File: src/rtl/stage_2_pipe.sv
// Registered stage-2 Q15 range update with one-round renormalization and valid/ready handshake.
// Optional STAGE2_STATS_EN adds saturating symbol and shift counters.
module stage_2_pipe #(
  parameter int RANGE_WIDTH  = 16,
  parameter int D_SIZE       = 5,
  parameter int SYMBOL_WIDTH = 4,
  parameter int BOOL_PROB    = 16384
) (
  input  logic                    clk,
  input  logic                    reset,
  input  logic                    flush,
  input  logic                    in_valid,
  output logic                    in_ready,
  input  logic [RANGE_WIDTH-1:0]  UU,
  input  logic [RANGE_WIDTH-1:0]  VV,
  input  logic [RANGE_WIDTH-1:0]  lut_u,
  input  logic [RANGE_WIDTH-1:0]  lut_v,
  input  logic                    COMP_mux_1,
  input  logic [SYMBOL_WIDTH-1:0] symbol,
  input  logic                    bool_flag,
  output logic                    out_valid,
  input  logic                    out_ready,
  output logic [RANGE_WIDTH:0]    u,
  output logic [RANGE_WIDTH:0]    v_bool,
  output logic [RANGE_WIDTH-1:0]  initial_range,
  output logic [RANGE_WIDTH-1:0]  out_range,
  output logic [D_SIZE-1:0]       out_d,
  output logic [1:0]              bool_symbol,
  output logic                    COMP_mux_1_out,
  output logic                    err
`ifdef STAGE2_STATS_EN
  ,
  output logic [31:0]             sym_count,
  output logic [31:0]             shift_total
`endif
);

  localparam int RW = RANGE_WIDTH;
  localparam int PW = 2 * RANGE_WIDTH;
  localparam logic [RW-1:0] R_INIT = RW'(1) << (RW - 1);
  localparam logic [RW-1:0] BOOL_P = RW'(BOOL_PROB >> 6);

  logic [RW-1:0]     r_q;
  logic [RW-1:0]     rr;
  logic [RW:0]       u_full;
  logic [RW:0]       v_full;
  logic [RW:0]       vb_full;
  logic [RW-1:0]     range_cdf;
  logic [RW-1:0]     range_bool;
  logic [RW-1:0]     raw;
  logic              raw_zero;
  logic [D_SIZE-1:0] d_val;
  logic [RW-1:0]     norm;
  logic              accept;
  logic              sym_unused;

  assign sym_unused = ^symbol[SYMBOL_WIDTH-1:1];

  function automatic logic [D_SIZE-1:0] lzc(input logic [RW-1:0] x);
    logic found;
    found = 1'b0;
    lzc   = '0;
    for (int i = RW - 1; i >= 0; i--) begin
      if (!found) begin
        if (x[i]) found = 1'b1;
        else      lzc   = lzc + D_SIZE'(1);
      end
    end
  endfunction

  assign in_ready = !out_valid || out_ready;
  assign accept   = in_valid && in_ready;

  always_comb begin
    rr         = r_q >> 8;
    u_full     = (RW+1)'((PW'(rr) * PW'(UU)) >> 1) + (RW+1)'(lut_u);
    v_full     = (RW+1)'((PW'(rr) * PW'(VV)) >> 1) + (RW+1)'(lut_v);
    vb_full    = (RW+1)'((PW'(rr) * PW'(BOOL_P)) >> 1) + (RW+1)'(4);
    range_cdf  = COMP_mux_1 ? (u_full[RW-1:0] - v_full[RW-1:0]) : (r_q - v_full[RW-1:0]);
    range_bool = symbol[0] ? vb_full[RW-1:0] : (r_q - vb_full[RW-1:0]);
    raw        = bool_flag ? range_bool : range_cdf;
    raw_zero   = (raw == '0);
    d_val      = raw_zero ? '0 : lzc(raw);
    norm       = raw << d_val;
  end

  always_ff @(posedge clk or negedge reset) begin
    if (!reset) begin
      r_q            <= R_INIT;
      out_valid      <= 1'b0;
      err            <= 1'b0;
      u              <= '0;
      v_bool         <= '0;
      initial_range  <= '0;
      out_range      <= '0;
      out_d          <= '0;
      bool_symbol    <= '0;
      COMP_mux_1_out <= 1'b0;
    end else begin
      if (accept) begin
        out_valid      <= 1'b1;
        u              <= u_full;
        v_bool         <= vb_full;
        initial_range  <= r_q;
        out_range      <= norm;
        out_d          <= d_val;
        bool_symbol    <= {bool_flag, symbol[0]};
        COMP_mux_1_out <= COMP_mux_1;
        if (raw_zero) err <= 1'b1;
      end else if (out_ready) begin
        out_valid <= 1'b0;
      end
      // flush takes priority over the beat's own range update
      if (flush)                     r_q <= R_INIT;
      else if (accept && !raw_zero)  r_q <= norm;
    end
  end

`ifdef STAGE2_STATS_EN
  logic [32:0] st_sum;
  assign st_sum = {1'b0, shift_total} + 33'(d_val);

  always_ff @(posedge clk or negedge reset) begin
    if (!reset) begin
      sym_count   <= '0;
      shift_total <= '0;
    end else if (flush) begin
      sym_count   <= '0;
      shift_total <= '0;
    end else if (accept) begin
      if (sym_count != 32'hFFFF_FFFF) sym_count <= sym_count + 32'd1;
      shift_total <= st_sum[32] ? 32'hFFFF_FFFF : st_sum[31:0];
    end
  end
`endif

endmodule

File: config.mk
export PLATFORM = sky130hd
export DESIGN_NAME = stage_2_pipe
export DESIGN_NICKNAME = d
export VERILOG_FILES = /design/src/rtl/stage_2_pipe.sv
export SDC_FILE = /design/constraint.sdc
export NUM_CORES = 1
export LEC_CHECK = 0
export BUFFER_PORTS_ARGS = -buffer_cell sky130_fd_sc_hd__buf_4
export CORE_MARGIN = 1
export CORE_UTILIZATION = 30
export CTS_CLUSTER_DIAMETER = 60
export DETAILED_ROUTE_END_ITERATION = 10
export PLACE_DENSITY_LB_ADDON = 0.1
export SLEW_MARGIN = 25
export SYNTH_ARGS = -nofsm -noshare
export SYNTH_HDL_FRONTEND = slang
export SYNTH_SLANG_ARGS = --single-unit
File: constraint.sdc
create_clock -name clk -period 20.3 [get_ports clk]
set_input_delay 5.075 -clock clk [delete_from_list [all_inputs] [get_ports clk]]
set_output_delay 5.075 -clock clk [all_outputs]
set_load 0.005 [all_outputs]
# After elaboration in Yosys (flattened, before gate mapping)
# Index checks and enable logic that the tools add are counted.
[op_classes]
mul = 2
n_mux = 68
addsub = 21
n_reduce_logical = 9
shift = 1
[op_table]
columns = ["operator", "n"]
rows = [
  ["2-to-1 mux 5 bit", 30],
  ["2-to-1 mux 16 bit", 5],
  ["adder 5 x 1 -> 5 bit, second input constant", 14],
  ["subtractor 16 bit", 3],
  ["2-to-1 mux 1 bit", 32],
  ["multiplier 8 x 16 -> 18 bit", 1],
  ["adder 17 x 16 -> 17 bit", 1],
  ["multiplier 8 x 16 -> 17 bit", 1],
  ["adder 15 x 3 -> 16 bit, second input constant", 1],
  ["adder 16 bit", 1],
  ["zero test 16 bit", 1],
  ["<< shifter 16 x 5 -> 16 bit", 1],
  ["nonzero test 2 bit", 2],
  ["adder 1 x 1 -> 2 bit, second input constant", 1],
  ["logical AND 1 bit", 2],
  ["zero test 1 bit", 2],
  ["2-to-1 mux 2 bit", 1],
  ["AND reduction 2 bit", 1],
  ["logical OR 1 bit", 1],
]
[totals]
inputBits = 75
ff_bits = 92
word_cells = 111
output_inout_bits = 77

# Logic depth before layout (Yosys ltp)
[logic_depth]
ltp_word = 55
ltp_mapped = 88
ltp_nobuf = 84

# Worst setup path after synthesis
# Ideal clock, no wire load.
[synth_path]
path_kind = "in2reg"
startpoint = "in UU[1]"
endpoint = "reg r_q[15]"
setup_ns = 0.091
path_stages = 78
t_required_ns = 20.209
path_buffers = 3
setup_slack_ns = -0.456
arrival_ns = 20.665
cell_sequence = "and2_1 > fa_1 > fa_1 > inv_1 > fa_1 > fa_1 > inv_1 > ha_1 > xnor2_1 > ha_1 > a21o_1 > a21o_1 > a21o_1 > a21o_1 > a21o_1 > and3_1 > nor2_1 > xnor2_1 > [42 not listed] > inv_1 > ha_1 > nand4_1 > xor2_1 > o2111ai_1 > o311ai_0 > a311o_1 > a211o_1 > o211a_1 > or3_1 > buf_2 > nor3b_1 > o311a_1 > a211oi_2 > buf_4 > mux2_2 > mux2_2 > o31ai_1"
[synth_between]
elab_chain_len = 55
word_cells_on_any_way = 88
classes_between = "17 x add/sub; 1 x mul; 1 x shift; 65 x mux; 4 x reduce/logical"
[synth_rtl]
columns = ["item", "line", "source"]
rows = [
  ["from (decl)", "14", "input logic [RANGE_WIDTH-1:0] UU,"],
  ["multiplier 8 x 16 -> 18 bit *", "76", "u_full = (RW+1)'((PW'(rr) * PW'(UU)) >> 1) + (RW+1)'(lut_u);"],
  ["adder 17 x 16 -> 17 bit *", "76", ""],
  ["subtractor 16 bit *", "79", "range_cdf = COMP_mux_1 ? (u_full[RW-1:0] - v_full[RW-1:0]) : (r_q - v_full[RW-1:0]);"],
  ["2-to-1 mux 16 bit *", "79", ""],
  ["2-to-1 mux 16 bit *", "81", "raw = bool_flag ? range_bool : range_cdf;"],
  ["2-to-1 mux 1 bit", "65", "if (x[i]) found = 1'b1;"],
  ["adder 1 x 1 -> 2 bit", "66", "else lzc = lzc + D_SIZE'(1);"],
  ["2-to-1 mux 2 bit", "65", ""],
  ["[39 not listed]", "-", ""],
  ["2-to-1 mux 5 bit", "64", "if (!found) begin"],
  ["adder 5 x 1 -> 5 bit", "66", ""],
  ["2-to-1 mux 5 bit", "65", ""],
  ["2-to-1 mux 5 bit", "64", ""],
  ["2-to-1 mux 5 bit", "83", "d_val = raw_zero ? '0 : lzc(raw);"],
  ["<< shifter 16 x 5 -> 16 bit", "84", "norm = raw << d_val;"],
  ["2-to-1 mux 16 bit", "115", "else if (accept && !raw_zero) r_q <= norm;"],
  ["2-to-1 mux 16 bit", "114", "if (flush) r_q <= R_INIT;"],
  ["to (signal assigned)", "115", ""],
  ["to (decl)", "43", "logic [RW-1:0] r_q;"],
]
# Mark *: on every way between the ends. The rest lies on a longest branch, timed or not. The select of a mux whose other input is x is not followed.
# A chain may end at the register's enable or synchronous reset.

# Final worst setup path
[layout_path]
startpoint = "in UU[2]"
endpoint = "reg r_q[6]"
# Same word-level chain as after synthesis.

==> impl_metrics.env <==
export IMPL_status="complete, but fails checks"
export IMPL_violations="setup timing"
export IMPL_crit_start="UU[2]"
export IMPL_cp_start_kind="input pin"
export IMPL_syn_avg_cell_area_um2=8.13
export IMPL_crit_arrival_ns=20.65
export IMPL_final_min_clock_period_ns=20.43
export IMPL_die_area_mm2=0.0509
export IMPL_worst_pin_slew_ns=0.952
export IMPL_cts_sinks=76
export IMPL_drc=0
export IMPL_rows=81
export IMPL_grt_ovfl_total=0
export IMPL_critPathSlowestCell="fa_1"
export IMPL_ys_ff_latch=76
export IMPL_dp_hpwl_mm=39.5
export IMPL_die_x_um=226
export IMPL_ioPinCount=152
export IMPL_syn_cell_area_mm2=0.0150
export IMPL_fin_worst_skew_ns=0.0100
export IMPL_grt_max_degree=83
export IMPL_hold_violations=0
export IMPL_final_setup_worst_slack_ns=-0.128
export IMPL_maxCapViolations=0
export IMPL_cts_htree_levels=3
export IMPL_cts_made_buffers=9
export IMPL_antenna_found_initial=1
export IMPL_clkSlewWorstSetupHoldPaths_ns=0.06
export IMPL_slew_headroom_pct=36.0
export IMPL_die_height_um=226
export IMPL_cts_buffer_depth=2
export IMPL_crit_fanout=7
export IMPL_insertion_delay_ns=0.34
export IMPL_grt_first_pass_wirelength_mm=77.9
export IMPL_final_common_cell="buf_4"
export IMPL_final_antenna_net_count=0
export IMPL_worstPathRequired_ns=20.52
export IMPL_rsz0062_at_grt="true"
export IMPL_max_stage_delay_ns=0.54
export IMPL_gp_congestion=0.874
export IMPL_synthToLayoutAreaGrowth_pct=34.2
export IMPL_async_flop_share_pct=100
export IMPL_fin_nets=2549
export IMPL_cts_hold_buf=0
export IMPL_maxSlewViolCount=0
export IMPL_drt_first_pass_iters=5
export IMPL_endpoint_kind="flip-flop"
export IMPL_fin_tns_setup_ns=-0.578
export IMPL_core_area_mm2=0.0492
export IMPL_final_cell_area_mm2=0.0201
export IMPL_grt_usage_pct=19.5
export IMPL_yosysWarningCount=0
export IMPL_max_freq_mhz=49.0
export IMPL_reg2reg_depth=86
export IMPL_r2r_start="r_q[12]"
export IMPL_endpoint="r_q[6]"
export IMPL_wl_mm=49.8
export IMPL_n_antenna_cell=0
export IMPL_cts_root_buf="clkbuf_16"
export IMPL_wl_per_cell_um=17.3
export IMPL_setup_viol=10
export IMPL_drt_iter0_markers=742
export IMPL_layout_drive_gt1_share_pct=30.2
export IMPL_via_per_inst=4.92
export IMPL_r2r_slack_ns=3.72
export IMPL_num_vias=14174
export IMPL_placed_cell_area_mm2=0.0184
export IMPL_synth_edff_count=0
export IMPL_hold_class="flip-flop to flip-flop"
export IMPL_min_period_over_period_pct=101
export IMPL_r2r_end="r_q[6]"
export IMPL_ys_seq_area_share_pct=12.7
export IMPL_fin_hold_ws_ns=0.464
export IMPL_cts_tree="done"
export IMPL_final_cell_mix="buf_4 (414), nand2_1 (235), inv_1 (212)"
export IMPL_ys_flop_type="dfrtp_1"
export IMPL_portBuffers=140
export IMPL_grt_pass1_vias=13979
export IMPL_synth_cell_type_count=94
export IMPL_initial_core_util_pct=30.5
export IMPL_worstSetupPathType="input pin to flip-flop"
export IMPL_syn_inst=1846
==> what timing repair did <==
| action | in CTS | in global routing |
|---|---|---|
| cloned | 3 | 0 |
| setup buffers | 42 | 15 |
| setup endpoints to repair | 35 | 35 |
| pin swaps | 86 | 59 |
| hold endpoints to repair | 0 | 0 |
| resized for setup | 153 | 76 |
==> cells in the mapped netlist, types with 13 or more instances <==
master    count  share of area (%)
inv_1       224                5.6
mux2i_1      28                1.9
nand2_1     243                6.1
o21bai_1     20                1.0
dfrtp_1      75                 13
and2_1      155                6.5
xor2_1       27                1.6
fa_1        140                 19
or3_1        15               0.63
a32o_1       15                1.0
nand2b_1     24                1.0
nor2_1       71                1.8
nor3_1       29               0.97
xnor2_1      63                3.7
nand3_1      34                1.1
a21o_1       44                2.2
clkbuf_1     58                1.5
ha_1        121                 10
mux2_2       18                1.4
buf_4        18               0.90
buf_2        13               0.43
a21oi_1      74                2.5
o21ai_0      75                2.5
o21a_1       22                1.1
==> cell type report <==
cell class	count	area, um^2
Multi-Input combinational cell	1457	12700
Inverter	224	843
Clock buffer	11	233
Fill cell	5062	29000
Sequential cell	76	1900
Clock inverter	5	77.6
Tap cell	664	831
Timing Repair Buffer	445	3510
==> critical path: cells and delay by family <==
kind	cells	cell delay, ns
mux	5	0.99
simple gates	20	2.16
buf+inv	17	1.65
xor+xnor	4	0.81
fa+ha+maj	18	5.73
compound gates	23	4.22
==> routing by layer <==
metal / global-route usage [%] / vias up / routed length [um] / part of all wire (%)
met5: 0 / - / 9 / 0.018
met4: 2.96 / 2 / 516 / 1.0
met3: 1.20 / 24 / 1280 / 2.6
met2: 31.7 / 218 / 23400 / 47
met1: 28.6 / 7000 / 24500 / 49
li1: - / 6930 / - / -
==> registers in the layout, indices dropped and copies added (netlist names) <==
name / flops
out_range: 16
out_d: 5
initial_range: 16
bool_symbol: 2
r_q: 16
err: 1
COMP_mux_1_out: 1
v_bool: 1
u: 17
out_valid: 1
==> kinds of logic after synthesis <==
kind of cell	synth area share [%]
xor+xnor	5.98
mux	3.37
buf+inv	8.66
fa+ha+maj	28.8
other cells	0.0250
flops	12.7
compound gates	17.8
simple gates	22.7
==> through the flow <==
stage	utilization, %	worst slack, ns	std cells
after floorplan	-	0.0289	1853
after global placement	37.5	-1.15	2816
after detailed placement	37.5	-1.28	2816
after CTS	40.1	-0.176	2872
after global routing	41.0	-0.787	2882
final	41.0	-0.128	2882
==> how the worst min path moves through the flow <==
stage / from / cells past startpoint / endpoint
floorplan: err / 1 / err
global placement: err / 1 / err
global route: err / 1 / err
detailed placement: v_bool[2] / 1 / v_bool[2]
finish: err / 1 / err
CTS: err / 1 / err
Power is left out: the tool's default activity adds up to more than one toggle a clock period on the data nets, which glitch-free logic cannot reach.
